<file path="src/rtl/sq_sum_if.sv">
// sq_sum operand/result bundle.
// Slave side is the unit, master side the requester.
interface sq_sum_if;
  logic [7:0]  a_bi;
  logic [7:0]  b_bi;
  logic        start_i;
  logic        busy_o;
  logic        valid_o;
  logic [7:0]  y_bo;
  logic [16:0] sum_bo;
  logic        ovf_o;

  modport slave (
    input  a_bi,
    input  b_bi,
    input  start_i,
    output busy_o,
    output valid_o,
    output y_bo,
    output sum_bo,
    output ovf_o
  );

  modport master (
    output a_bi,
    output b_bi,
    output start_i,
    input  busy_o,
    input  valid_o,
    input  y_bo,
    input  sum_bo,
    input  ovf_o
  );
endinterface

</file>
<file path="src/rtl/sq_sum.sv">
// Sum of squares a*a + b*b on one bit-serial
// shift-add multiplier, 17-cycle fixed latency.
module sq_sum (
  input  logic     clk_i,
  input  logic     rst_i,
  sq_sum_if.slave  bus
);

  typedef enum logic [1:0] {
    IDLE,
    MUL_A,
    MUL_B,
    ADD
  } state_t;

  state_t      state;
  state_t      state_nx;

  logic [7:0]  a_q;
  logic [7:0]  b_q;
  logic [2:0]  cnt;
  logic [15:0] acc;
  logic [15:0] sq_a;

  logic        busy_q;
  logic        valid_q;
  logic [7:0]  y_q;
  logic [16:0] sum_q;
  logic        ovf_q;

  logic        accept;
  logic        finish;
  logic        last;
  logic [7:0]  mcand;
  logic [15:0] addend;
  logic [15:0] prod;
  logic [16:0] sum_nx;
  logic        sat;

  // shared multiplier datapath: one operand bit per cycle
  always_comb begin
    mcand  = (state == MUL_B) ? b_q : a_q;
    addend = '0;
    if (mcand[cnt])
      addend = {8'd0, mcand} << cnt;
    prod   = acc + addend;
    last   = (cnt == 3'd7);
    sum_nx = {1'b0, sq_a} + {1'b0, acc};
    sat    = |sum_nx[16:8];
  end

  // next-state and control strobes
  always_comb begin
    state_nx = state;
    accept   = 1'b0;
    finish   = 1'b0;
    unique case (state)
      IDLE: begin
        if (bus.start_i) begin
          accept   = 1'b1;
          state_nx = MUL_A;
        end
      end
      MUL_A: begin
        if (last)
          state_nx = MUL_B;
      end
      MUL_B: begin
        if (last)
          state_nx = ADD;
      end
      ADD: begin
        finish   = 1'b1;
        state_nx = IDLE;
      end
      default: state_nx = IDLE;
    endcase
  end

  // state register
  always_ff @(posedge clk_i or negedge rst_i) begin
    if (!rst_i)
      state <= IDLE;
    else
      state <= state_nx;
  end

  // operand capture, bit counter and accumulators
  always_ff @(posedge clk_i or negedge rst_i) begin
    if (!rst_i) begin
      a_q  <= '0;
      b_q  <= '0;
      cnt  <= '0;
      acc  <= '0;
      sq_a <= '0;
    end else if (accept) begin
      a_q <= bus.a_bi;
      b_q <= bus.b_bi;
      cnt <= '0;
      acc <= '0;
    end else if (state == MUL_A) begin
      cnt <= cnt + 3'd1;
      if (last) begin
        sq_a <= prod;
        acc  <= '0;
      end else begin
        acc <= prod;
      end
    end else if (state == MUL_B) begin
      cnt <= cnt + 3'd1;
      acc <= prod;
    end
  end

  // registered status and held results
  always_ff @(posedge clk_i or negedge rst_i) begin
    if (!rst_i) begin
      busy_q  <= 1'b0;
      valid_q <= 1'b0;
      y_q     <= '0;
      sum_q   <= '0;
      ovf_q   <= 1'b0;
    end else begin
      busy_q  <= (state_nx != IDLE);
      valid_q <= finish;
      if (finish) begin
        sum_q <= sum_nx;
        y_q   <= sat ? 8'hFF : sum_nx[7:0];
        ovf_q <= sat;
      end
    end
  end

  assign bus.busy_o  = busy_q;
  assign bus.valid_o = valid_q;
  assign bus.y_bo    = y_q;
  assign bus.sum_bo  = sum_q;
  assign bus.ovf_o   = ovf_q;

endmodule

</file>
<file path="src/flat_wrapper.sv">
// flat-port wrapper written by rule: the top's interface ports become plain ports
module sq_sum_flat 
  (clk_i, rst_i, bus_a_bi, bus_b_bi, bus_start_i, bus_busy_o, bus_valid_o, bus_y_bo, bus_sum_bo, bus_ovf_o);
  sq_sum_if bus_i ();
  input  logic clk_i;
  input  logic rst_i;
  input wire logic [$bits(bus_i.a_bi)-1:0] bus_a_bi;
  input wire logic [$bits(bus_i.b_bi)-1:0] bus_b_bi;
  input wire logic [$bits(bus_i.start_i)-1:0] bus_start_i;
  output wire logic [$bits(bus_i.busy_o)-1:0] bus_busy_o;
  output wire logic [$bits(bus_i.valid_o)-1:0] bus_valid_o;
  output wire logic [$bits(bus_i.y_bo)-1:0] bus_y_bo;
  output wire logic [$bits(bus_i.sum_bo)-1:0] bus_sum_bo;
  output wire logic [$bits(bus_i.ovf_o)-1:0] bus_ovf_o;
  assign bus_i.a_bi = bus_a_bi;
  assign bus_i.b_bi = bus_b_bi;
  assign bus_i.start_i = bus_start_i;
  assign bus_busy_o = bus_i.busy_o;
  assign bus_valid_o = bus_i.valid_o;
  assign bus_y_bo = bus_i.y_bo;
  assign bus_sum_bo = bus_i.sum_bo;
  assign bus_ovf_o = bus_i.ovf_o;
  sq_sum u_core (.clk_i(clk_i), .rst_i(rst_i), .bus(bus_i));
endmodule
</file>
<file path="config.mk">
export PLATFORM = sky130hd
export DESIGN_NAME = sq_sum_flat
export DESIGN_NICKNAME = d
export VERILOG_FILES = /design/src/rtl/sq_sum_if.sv /design/src/rtl/sq_sum.sv /design/src/flat_wrapper.sv
export SDC_FILE = /design/constraint.sdc
export NUM_CORES = 1
export LEC_CHECK = 0
export ABC_AREA = 1
export CAP_MARGIN = 40
export CORE_MARGIN = 4
export CORE_UTILIZATION = 45
export DETAILED_ROUTE_END_ITERATION = 8
export SYNTH_ARGS = -nofsm -noshare
export SYNTH_HDL_FRONTEND = slang
export SYNTH_SLANG_ARGS = --single-unit
</file>
<file path="constraint.sdc">
create_clock -name clk_i -period 6.1 [get_ports clk_i]
set_clock_uncertainty 0.15 [all_clocks]
set_input_delay 1.22 -clock clk_i [delete_from_list [all_inputs] [get_ports clk_i]]
set_output_delay 1.22 -clock clk_i [all_outputs]
set_load 0.1 [all_outputs]
</file>
==> metrics.txt <==
clock buffer depth=2; ANT cells=0; Setup WS post-layout=2.016 ns; peak supply drop=0.2471 mV; Setup TNS=0 ns; Worst-path clk slew=0.06 ns; Vias=around 5,000; commonest non-fill, non-tap cell in the layout=nand2_1; Core Area=~12,000 sq um; clk root buf=clkbuf_16; Initial DRC Count=approximately 290; max-cap violation count=0; 1st-pass router iterations=5; top_reg_cell synth=dfrtp_1; # rows=39; Seq/Total Area, Yosys=37.14%; dpl ws=between 2 and 2.5 ns; Starting Density=46.80%; TritonCTS buffer count=9; pin count of the biggest net entering global routing=52; dpl hpwl=about 11,000 microns; max_slew headroom=46.25%; Die Ht=118.1 microns; P&R area growth vs syn=24.44%; Worst Path Buf+Inv=1; WP data arrival=4.17 ns; Synth Instances=775; post-route ant nets=0; IO Port Bufs=46; final WL=between 10,000 and 15,000 microns; Congestion Overflow GR=0; XOR/XNOR Fraction of Synth Area=1.765%; met1 usage=27.71%; Largest stage delay, worst path=0.53 ns; CTS tree=done; detailed-route wire length per cell=roughly 13 microns; simple-gate share of the synthesized area=about 32%; Die ar.=about 14,000 sq um; Hold Vio Cnt, Final=0; Synth Register Bits=81; fin. max-slew vios=0; register area=2027 sq um; GRT Resource Usage Total=20.04%; unrepaired setup endpoints after global routing=no; final setup fails=0; max frequency=0.2448 GHz; global routing usage on met2=32.65%; Post-Synth Adder-Cell Area=9.674%; Worst path slowest cell=ha_1; Post-Synthesis Cell Area=around 5500 sq um; layout cell share with drive strength beyond 1=roughly 8.0%; Pleak=about 3.6 nW; post-synth cell types=42; critical-path maximum fanout=16; most frequent cells in the layout=nand2_1, inv_1, dfrtp_1; power per cell area=512.4 nW/um^2; fill count=between 1,000 and 1,500; post-CTS setup buffer count=0; first-pass GRT wire length=22,960 microns; asr flop ratio synth=100.0%; vias in the first global route=4,826; Final nets=907; via density per instance=5.029; Post-synth EDFFs=0; Mapped Nets=835; dpl cell area=~6500 sq um; status=complete, no violations; antenna violations before repair=0; worst hold path class=register to register; area occupied by multi-input gates=3010 sq um; Syn Area/Cell=7.042 sq um; Synth Area in Compound Gates=10.84%; crit path time final=4.084 ns; RD Place Congestion=0.8806; number of I/O pins=47; CP Launch Type=register; Sink Count=81; Clock Latency Late Sink=about 0.34 ns; busiest grt layer=met2; main combinational cell family by area after synthesis=simple AND/OR/NAND/NOR gates; GR Util met3=about 3.5%; DRC viols=0; Slew @ Worst Pin=about 0.81 ns; CP Capture Type=register; Worst path top cell family by delay=simple AND/OR/NAND/NOR gates; required time of the critical path=just over 6 ns; post-route cell area=6792 sq um; critical-path cell list=inv_1, ha_1, o21ai_0, or2_2, nand3_1, nand3_1, o21ai_2, nor2_1, ha_1, a21oi_1, nor2_1, nor2_1, nor2_1, nor3_1, nand3_1, nand3_1, nand2_1; Final Cycle Share=between 60% and 70%; mux cell area share after synthesis=0.7336%; final hold slack=between 0.3 and 0.4 ns; post_cts resized=0; # hold bufs at CTS=0; Core Util, Final=58.23%; Worst Setup Path Type=register to register; H-Tree Depth=3; synth warn=0; Die X=between 100 and 150 microns
-- metal layers --
layer,vias to the layer above,wire length (microns)
met1,2290,6645
li1,2633,-
met3,10,334
met5,-,0
met4,0,148
met2,71,6028
-- final cells by class --
class                      count  area share (%)
multi-input combinational    587           44.33
sequential                    81           29.85
timing repair buffer          77           13.56
inverter                      91           5.029
clock buffer                  10           3.519
tap                          143           2.634
clock inverter                 6           1.087
-- power breakdown --
part	total (W)	internal (W)	switching (W)	leakage, nW
clock network	0.000558	0.000333	0.000225	0.147
logic	0.00206	0.000707	0.00135	2.42
registers	0.000865	0.000721	0.000144	1.04
-- synthesized netlist by cell type, types with 5 or more instances --
cell / number / area (sq um)
nand2_1: 294 / 1104
inv_1: 87 / 326.6
dfrtp_1: 81 / 2027
o21ai_0: 60 / 300.3
nor2_1: 48 / 180.2
nand3_1: 45 / 225.2
ha_1: 39 / 488.0
a21oi_1: 20 / 100.1
clkbuf_1: 12 / 45.04
nor3_1: 9 / 45.04
a31oi_1: 7 / 43.79
xor2_1: 7 / 61.31
nand4_1: 5 / 31.28
or2_2: 5 / 31.28
-- registers in the layout (all words and copies together) (netlist names), 2 cells and up --
register           cells
u_core.bus.sum_bo     17
u_core.bus.y_bo        8
u_core.cnt             3
u_core.b_q             8
u_core.a_q             8
u_core.acc            16
u_core.state           2
u_core.sq_a           16
-- stage by stage --
stage	total power, W	instances
after CTS	0.003509	995
after global placement	0.002687	949
final	0.003480	995
after global routing	0.003758	995
after floorplan	0.002263	775
after detailed placement	0.002938	979
-- worst register-to-register path: cells and delay by family, from the launching register on --
kind	cells	cell delay [ns]
simple gates	11	1.42
compound gates	3	0.92
fa+ha+maj	2	0.91
flops	1	0.44
buf+inv	1	0.13
-- logic make-up (layout without fill, tap and decap cells) --
family / after synthesis / in the layout
xor+xnor: 11 / 11
mux: 4 / 4
compound gates: 107 / 107
fa+ha+maj: 41 / 41
flops: 81 / 81
buf+inv: 107 / 184
simple gates: 424 / 424
-- final timing paths --
path	from	end	slack, ns	cells past startpoint
worst max-delay path	u_core.state[0]$_DFF_PN0_	u_core.sq_a[14]$_DFFE_PN0P_	2.02	17
worst min-delay path	u_core.b_q[6]$_DFFE_PN0P_	u_core.b_q[6]$_DFFE_PN0P_	0.33	2
worst max register to register	u_core.state[0]$_DFF_PN0_	u_core.sq_a[14]$_DFFE_PN0P_	2.02	17
worst min register to register	u_core.b_q[6]$_DFFE_PN0P_	u_core.b_q[6]$_DFFE_PN0P_	0.33	2
max in group asynchronous	rst_i	u_core.acc[8]$_DFFE_PN0P_	4.56	2
min in group asynchronous	rst_i	u_core.bus.ovf_o$_DFFE_PN0P_	0.65	1
(Power assumes the default switching activity.)
